**src/rtl/ps2_pkg.sv**
```systemverilog
// Shared PS/2 definitions: frame FSM states, frame/packet sizes and mouse byte-0 bit positions.
package ps2_pkg;

  localparam int unsigned PS2_FRAME_BITS  = 11;
  localparam int unsigned MOUSE_PKT_BYTES = 3;

  localparam int unsigned B0_BTN_L  = 0;
  localparam int unsigned B0_BTN_R  = 1;
  localparam int unsigned B0_BTN_M  = 2;
  localparam int unsigned B0_SYNC   = 3;
  localparam int unsigned B0_X_SIGN = 4;
  localparam int unsigned B0_Y_SIGN = 5;
  localparam int unsigned B0_X_OVF  = 6;
  localparam int unsigned B0_Y_OVF  = 7;

  typedef enum logic [1:0] {
    StIdle,
    StData,
    StParity,
    StStop
  } ps2_frame_state_e;

endpackage

```
**src/rtl/ps2_rx.sv**
```systemverilog
// PS/2 byte receiver: input synchronisers, PS2C glitch filter, 11-bit frame FSM and idle timeout.
// Parity is enforced only when PS2_MOUSE_PARITY_CHECK_EN is defined.
module ps2_rx
  import ps2_pkg::*;
#(
  parameter int unsigned FILTER  = 8,
  parameter int unsigned TIMEOUT = 50000
) (
  input  logic       clk_i,
  input  logic       rst_i,
  input  logic       ps2c_i,
  input  logic       ps2d_i,
  output logic [7:0] byte_o,
  output logic       byte_valid_o,
  output logic       byte_err_o,
  output logic       abort_o
);

  localparam int unsigned FltW     = $clog2(FILTER);
  localparam int unsigned TmoW     = $clog2(TIMEOUT + 1);
  localparam int unsigned DataBits = PS2_FRAME_BITS - 3;

  logic             c_meta_q, c_sync_q, d_meta_q, d_sync_q;
  logic             filt_q, filt_d;
  logic [FltW-1:0]  flt_cnt_q, flt_cnt_d;
  logic [TmoW-1:0]  tmo_q, tmo_d;
  ps2_frame_state_e state_q, state_d;
  logic [2:0]       bit_cnt_q, bit_cnt_d;
  logic [7:0]       shift_q, shift_d;
  logic             par_q, par_d;
  logic [7:0]       byte_q, byte_d;
  logic             byte_valid_q, byte_valid_d;
  logic             byte_err_q, byte_err_d;
  logic             edge_seen, fall, abort, par_ok;

  always_comb begin
    // Level only moves after FILTER consecutive samples disagree with it.
    filt_d    = filt_q;
    flt_cnt_d = '0;
    if (c_sync_q != filt_q) begin
      if (flt_cnt_q == FltW'(FILTER - 1)) begin
        filt_d = c_sync_q;
      end else begin
        flt_cnt_d = flt_cnt_q + 1'b1;
      end
    end
    edge_seen = (filt_d != filt_q);
    fall      = edge_seen & ~filt_d;

    // Saturating idle counter; a filtered edge always wins over the timeout.
    tmo_d = tmo_q;
    abort = 1'b0;
    if (edge_seen) begin
      tmo_d = '0;
    end else if (tmo_q != TmoW'(TIMEOUT)) begin
      tmo_d = tmo_q + 1'b1;
      abort = (tmo_q == TmoW'(TIMEOUT - 1));
    end
  end

`ifdef PS2_MOUSE_PARITY_CHECK_EN
  assign par_ok = par_q;
`else
  assign par_ok = 1'b1;
`endif

  always_comb begin
    state_d      = state_q;
    bit_cnt_d    = bit_cnt_q;
    shift_d      = shift_q;
    par_d        = par_q;
    byte_d       = byte_q;
    byte_valid_d = 1'b0;
    byte_err_d   = 1'b0;
    if (abort) begin
      state_d = StIdle;
    end else if (fall) begin
      unique case (state_q)
        StIdle: begin
          if (!d_sync_q) begin
            state_d   = StData;
            bit_cnt_d = '0;
            par_d     = 1'b0;
          end
        end
        StData: begin
          shift_d = {d_sync_q, shift_q[7:1]};
          par_d   = par_q ^ d_sync_q;
          if (bit_cnt_q == 3'(DataBits - 1)) begin
            state_d = StParity;
          end else begin
            bit_cnt_d = bit_cnt_q + 1'b1;
          end
        end
        StParity: begin
          par_d   = par_q ^ d_sync_q;
          state_d = StStop;
        end
        StStop: begin
          state_d = StIdle;
          if (d_sync_q && par_ok) begin
            byte_valid_d = 1'b1;
            byte_d       = shift_q;
          end else begin
            byte_err_d = 1'b1;
          end
        end
        default: state_d = StIdle;
      endcase
    end
  end

  always_ff @(posedge clk_i) begin
    if (rst_i) begin
      c_meta_q     <= 1'b1;
      c_sync_q     <= 1'b1;
      d_meta_q     <= 1'b1;
      d_sync_q     <= 1'b1;
      filt_q       <= 1'b1;
      flt_cnt_q    <= '0;
      tmo_q        <= '0;
      state_q      <= StIdle;
      bit_cnt_q    <= '0;
      shift_q      <= '0;
      par_q        <= 1'b0;
      byte_q       <= '0;
      byte_valid_q <= 1'b0;
      byte_err_q   <= 1'b0;
    end else begin
      c_meta_q     <= ps2c_i;
      c_sync_q     <= c_meta_q;
      d_meta_q     <= ps2d_i;
      d_sync_q     <= d_meta_q;
      filt_q       <= filt_d;
      flt_cnt_q    <= flt_cnt_d;
      tmo_q        <= tmo_d;
      state_q      <= state_d;
      bit_cnt_q    <= bit_cnt_d;
      shift_q      <= shift_d;
      par_q        <= par_d;
      byte_q       <= byte_d;
      byte_valid_q <= byte_valid_d;
      byte_err_q   <= byte_err_d;
    end
  end

  assign byte_o       = byte_q;
  assign byte_valid_o = byte_valid_q;
  assign byte_err_o   = byte_err_q;
  assign abort_o      = abort;

endmodule

```
**src/rtl/ps2_mouse_tracker.sv**
```systemverilog
// PS/2 mouse cursor tracker: assembles 3-byte movement packets and keeps a clamped x/y and buttons.
// Define PS2_MOUSE_PARITY_CHECK_EN to treat parity mismatches as frame errors.
module ps2_mouse_tracker
  import ps2_pkg::*;
#(
  parameter int unsigned X_W     = 10,
  parameter int unsigned Y_W     = 8,
  parameter int unsigned X_MAX   = 639,
  parameter int unsigned Y_MAX   = 239,
  parameter int unsigned X_INIT  = 320,
  parameter int unsigned Y_INIT  = 120,
  parameter int unsigned SHIFT   = 0,
  parameter int unsigned FILTER  = 8,
  parameter int unsigned TIMEOUT = 50000
) (
  input  logic           clk,
  input  logic           rst,
  input  logic           PS2C,
  input  logic           PS2D,
  output logic [X_W-1:0] x,
  output logic [Y_W-1:0] y,
  output logic           btnl,
  output logic           btnr,
  output logic           btnm,
  output logic           pkt_valid,
  output logic           err,
  output logic [7:0]     led
);

  localparam int unsigned W = ((X_W > Y_W) ? X_W : Y_W) + 2;
  localparam logic signed [W-1:0] XMaxS = W'(X_MAX);
  localparam logic signed [W-1:0] YMaxS = W'(Y_MAX);

  logic [7:0] rx_byte;
  logic       rx_valid, rx_err, rx_abort;

  ps2_rx #(
    .FILTER (FILTER),
    .TIMEOUT(TIMEOUT)
  ) u_rx (
    .clk_i       (clk),
    .rst_i       (rst),
    .ps2c_i      (PS2C),
    .ps2d_i      (PS2D),
    .byte_o      (rx_byte),
    .byte_valid_o(rx_valid),
    .byte_err_o  (rx_err),
    .abort_o     (rx_abort)
  );

  logic [1:0]      idx_q, idx_d;
  logic [7:0]      b0_q, b0_d;
  logic [7:0]      dx_byte_q, dx_byte_d;
  logic [X_W-1:0]  x_q, x_d, x_new;
  logic [Y_W-1:0]  y_q, y_d, y_new;
  logic [2:0]      btn_q, btn_d;
  logic            pkt_valid_q, pkt_valid_d;
  logic            sync_err;
  logic [8:0]      dx9, dy9;
  logic signed [W-1:0] dx_ext, dy_ext, dx_sh, dy_sh, x_sum, y_sum;

  always_comb begin
    // Byte 2 is still on rx_byte while byte_valid is high, so dy comes straight from it.
    dx9    = {b0_q[B0_X_SIGN], dx_byte_q};
    dy9    = {b0_q[B0_Y_SIGN], rx_byte};
    dx_ext = b0_q[B0_X_OVF] ? '0 : {{(W - 9){dx9[8]}}, dx9};
    dy_ext = b0_q[B0_Y_OVF] ? '0 : {{(W - 9){dy9[8]}}, dy9};
    dx_sh  = dx_ext >>> SHIFT;
    dy_sh  = dy_ext >>> SHIFT;
    x_sum  = $signed({{(W - X_W){1'b0}}, x_q}) + dx_sh;
    y_sum  = $signed({{(W - Y_W){1'b0}}, y_q}) - dy_sh;

    if (x_sum < 0)          x_new = '0;
    else if (x_sum > XMaxS) x_new = X_W'(X_MAX);
    else                    x_new = x_sum[X_W-1:0];

    if (y_sum < 0)          y_new = '0;
    else if (y_sum > YMaxS) y_new = Y_W'(Y_MAX);
    else                    y_new = y_sum[Y_W-1:0];
  end

  assign sync_err = rx_valid && (idx_q == 2'd0) && !rx_byte[B0_SYNC];

  always_comb begin
    idx_d       = idx_q;
    b0_d        = b0_q;
    dx_byte_d   = dx_byte_q;
    x_d         = x_q;
    y_d         = y_q;
    btn_d       = btn_q;
    pkt_valid_d = 1'b0;
    if (rx_abort || rx_err) begin
      idx_d = '0;
    end else if (rx_valid) begin
      if (idx_q == 2'd0) begin
        if (rx_byte[B0_SYNC]) begin
          b0_d  = rx_byte;
          idx_d = 2'd1;
        end
      end else if (idx_q != 2'(MOUSE_PKT_BYTES - 1)) begin
        dx_byte_d = rx_byte;
        idx_d     = idx_q + 1'b1;
      end else begin
        x_d         = x_new;
        y_d         = y_new;
        btn_d       = {b0_q[B0_BTN_M], b0_q[B0_BTN_R], b0_q[B0_BTN_L]};
        pkt_valid_d = 1'b1;
        idx_d       = '0;
      end
    end
  end

  always_ff @(posedge clk) begin
    if (rst) begin
      idx_q       <= '0;
      b0_q        <= '0;
      dx_byte_q   <= '0;
      x_q         <= X_W'(X_INIT);
      y_q         <= Y_W'(Y_INIT);
      btn_q       <= '0;
      pkt_valid_q <= 1'b0;
    end else begin
      idx_q       <= idx_d;
      b0_q        <= b0_d;
      dx_byte_q   <= dx_byte_d;
      x_q         <= x_d;
      y_q         <= y_d;
      btn_q       <= btn_d;
      pkt_valid_q <= pkt_valid_d;
    end
  end

  assign x         = x_q;
  assign y         = y_q;
  assign btnl      = btn_q[0];
  assign btnr      = btn_q[1];
  assign btnm      = btn_q[2];
  assign pkt_valid = pkt_valid_q;
  assign err       = rx_err | sync_err;
  assign led       = rx_byte;

endmodule

```
**config.mk**
```make
export PLATFORM = sky130hd
export DESIGN_NAME = ps2_mouse_tracker
export DESIGN_NICKNAME = d
export VERILOG_FILES = /design/src/rtl/ps2_pkg.sv /design/src/rtl/ps2_rx.sv /design/src/rtl/ps2_mouse_tracker.sv
export SDC_FILE = /design/constraint.sdc
export NUM_CORES = 1
export LEC_CHECK = 0
export ABC_CLOCK_PERIOD_IN_PS = 4600
export CAP_MARGIN = 0
export CORE_ASPECT_RATIO = 0.6
export CORE_UTILIZATION = 45
export CTS_BUF_LIST = sky130_fd_sc_hd__clkbuf_16
export DETAILED_ROUTE_END_ITERATION = 7
export PLACE_DENSITY = 0.68
export SYNTH_ARGS = -nofsm -noshare
export SYNTH_HDL_FRONTEND = slang
export SYNTH_SLANG_ARGS = --single-unit
export TNS_END_PERCENT = 30
```
**constraint.sdc**
```tcl
create_clock -name clk -period 4.6 [get_ports clk]
set_input_delay 0.92 -clock clk [delete_from_list [all_inputs] [get_ports clk]]
set_output_delay 0.92 -clock clk [all_outputs]
set_load 0.005 [all_outputs]
```
==> results.sh <==
export IMPL_outcome="complete, no violations"
export IMPL_peakVddDrop_mv=0.188
export IMPL_p_sw_mw=0.318
export IMPL_synth_cells=516
export IMPL_start_kind="flip-flop"
export IMPL_power_density_nw_per_um2=273
export IMPL_synth_ff_type="dfxtp_1"
export IMPL_cts_sinks=86
export IMPL_antenna_found_initial=0
export IMPL_sequentialPowerShare_pct=52.3
export IMPL_pwr_share_comb_pct=1.7
export IMPL_start_util_pct=46.3
export IMPL_slowest_stage="a2bb2oi_1"
export IMPL_cts_hold_fix_buffers=0
export IMPL_endpoint_kind="flip-flop"
export IMPL_synth_edf_count=0
export IMPL_nets=583
export IMPL_cp_arrival_ns=3.19
export IMPL_layout_common_cells="dfxtp_1 (86), nor2_1 (74), mux2i_1 (38), nand2_1 (33), clkdlybuf4s50_1 (33)"
export IMPL_wl_per_cell_um=14.3
export IMPL_crit_end="x[8]$_SDFFE_PP1P_"
export IMPL_gp_congestion=0.864
export IMPL_drt_initial_drc_count=215
export IMPL_cts_resized=0
export IMPL_r2r_slack_ns=1.63
export IMPL_placed_cell_area_um2=4990
export IMPL_fin_crit_ns=2.97
export IMPL_cp_required_ns=4.82
export IMPL_route_detailed_drc=0
export IMPL_cts_tree="yes"
export IMPL_clk_pin_slew_ns=0.06
export IMPL_slowest_delay_ns=0.57
export IMPL_post_route_util_pct=53.4
export IMPL_clock_fmax_mhz=337
export IMPL_leakage_nw=1.99
export IMPL_layout_commonest_cell="dfxtp_1"
export IMPL_insertion_delay_ns=0.34
export IMPL_synth_fp_nets=553
export IMPL_worstReg2RegStart="b0_q[6]$_SDFFE_PP0P_"
export IMPL_clkPwrFrac_pct=45.9
export IMPL_intPower_mw=1.12
export IMPL_setup_viol=0
export IMPL_cap_violations=0
export IMPL_final_antenna_net_count=0
export IMPL_hold_violations=0
export IMPL_drv_slew=0
export IMPL_startpoint="b0_q[6]$_SDFFE_PP0P_"
export IMPL_grt_pass1_vias=3311
export IMPL_clock_tree_root_cell="clkbuf_16"
export IMPL_whs_ns=0.415
export IMPL_clockBufferDepth=2
export IMPL_rsz0062_at_grt="false"
export IMPL_p_sw_share_pct=22.1
export IMPL_core_area_um2=9840
export IMPL_regToRegEndpoint="x[8]$_SDFFE_PP1P_"
export IMPL_synth_warnings=0
export IMPL_numCtsBuffers=9
export IMPL_ios=35
export IMPL_die_h_um=80.0
export IMPL_grt_pass1_wl_mm=16.4
export IMPL_fillers=910
export IMPL_cp_max_fo=10
export IMPL_min_from="u_rx.d_meta_q$_SDFF_PP1_"
export IMPL_dr_pass1_iters=4
export IMPL_grt_total_usage_pct=19.8
export IMPL_yosysSeqAreaShare_pct=37.7
export IMPL_worst_slew_pin_slew_ns=0.701
export IMPL_overflow=0
export IMPL_layout_drive_gt1_share_pct=5.99
export IMPL_crit_chain="nand2b_1, inv_1, ha_1, nand2_1, nor3_1, o31ai_1, nand3_1, a2bb2oi_1, or2_1, o21ai_0"
export IMPL_hold_path_class="reg2reg"
export IMPL_critPathKind="reg2reg"
export IMPL_synth_cell_types=58
export IMPL_die_w_um=132
export IMPL_setup_tns_final_ns=0
export IMPL_via_count=3631
export IMPL_grt_start_max_net_pins=39
export IMPL_cts_setup_buffers=0
export IMPL_syn_area_um2=4560
export IMPL_drt_total_wl_mm=9.80
export IMPL_fin_skew_ns=0.00752
export IMPL_avgSynthCellArea_um2=8.84
export IMPL_slew_headroom_pct=53.3
export IMPL_hpwl_mm=7.21
export IMPL_async_flop_share_pct=0
export IMPL_vias_per_cell=5.29
export IMPL_synth_seq_cells=86
export IMPL_cts_htree_levels=3
export IMPL_die_area_um2=10600
export IMPL_area_growth_pct=15.2
export IMPL_r2r_cells=10
export IMPL_min_period_over_period_pct=64.6
export IMPL_rows=28
export IMPL_diodes=0
export IMPL_fin_area_um2=5260
export IMPL_port_buffer_count=34
[area by class of cell]
class | instances | area (um^2) | share of cell area (%)
clock inverter | 7 | 40.0 | 0.762
inverter | 18 | 67.6 | 1.29
timing repair buffer | 35 | 343 | 6.52
sequential | 86 | 1720 | 32.8
multi-input combinational | 396 | 2690 | 51.2
clock buffer | 9 | 225 | 4.28
tap | 135 | 169 | 3.21
[power by group through the flow]
stage	Clock, mW	Combinational [mW]	Sequential (mW)
global route	0.711	0.0276	0.752
global placement	0	0.0240	0.769
finish	0.660	0.0247	0.752
floorplan	0	0.0194	0.768
CTS	0.672	0.0253	0.752
detailed placement	0	0.0252	0.769
[stage by stage]
| step | setup slack, ns | instances | power, mW |
|---|---|---|---|
| floorplan | 2.06 | 516 | 0.787 |
| global placement | 1.78 | 670 | 0.792 |
| detailed placement | 1.67 | 670 | 0.794 |
| CTS | 1.62 | 686 | 1.45 |
| global route | 1.34 | 686 | 1.49 |
| finish | 1.63 | 686 | 1.44 |
[state kept, by name, indices dropped and copies added, names as in the netlist, 7 cells and up]
signal	count
dx_byte_q	8
x	10
u_rx.shift_q	8
b0_q	7
u_rx.byte_o	8
u_rx.tmo_q	16
y	8
[routing by layer]
layer / track usage, % / part of all wire (%) / up-vias
li1: - / - / 1848
met4: 6.05 / 1.2 / 0
met2: 28.4 / 41 / 91
met1: 27.9 / 52 / 1679
met5: 0 / 0 / -
met3: 6.35 / 5.6 / 13
[critical path: cells and delay by family (launching register included)]
kind / cells / cell delay (ns)
fa+ha+maj: 1 / 0.49
simple gates: 5 / 0.93
flops: 1 / 0.49
compound gates: 3 / 0.80
buf+inv: 1 / 0.14
[synth_stat cells, types with 6 or more instances]
cell type,number,area share [%]
xor2_1,12,2.3
nor2_1,74,6.1
dfxtp_1,86,38
inv_1,18,1.5
nor2b_1,13,1.8
o21ai_0,29,3.2
nand3_1,8,0.88
xnor2_1,15,2.9
ha_1,31,8.5
and3_1,6,0.82
or2_2,8,1.1
nor3_1,13,1.4
nand2b_1,20,2.7
nand2_1,33,2.7
clkbuf_1,9,0.74
a21oi_1,26,2.9
mux2i_1,38,8.3
o21a_1,6,0.99
[kinds of logic after synthesis]
kind of cell,count (synthesis),synth area share [%]
DFF,86,37.7
xor gates and xnor gates,27,5.18
and+or+nand+nor,201,22.6
AOI/OAI and AO/OA,97,13.5
adders and majority gates,33,9.38
buffers and inverters,34,3.29
muxes,38,8.34
[how the worst min path moves through the flow]
stage	slack, ns	cells past startpoint	to
6_report	0.41	1	u_rx.d_sync_q$_SDFF_PP1_
4_1_cts	0.42	1	u_rx.c_sync_q$_SDFF_PP1_
5_1_grt	0.42	1	u_rx.d_sync_q$_SDFF_PP1_
3_5_place_dp	0.40	1	u_rx.d_sync_q$_SDFF_PP1_
3_3_place_gp	0.39	1	u_rx.d_sync_q$_SDFF_PP1_
2_1_floorplan	0.39	1	u_rx.c_sync_q$_SDFF_PP1_
No activity file was read; power rests on OpenSTA's default activity.
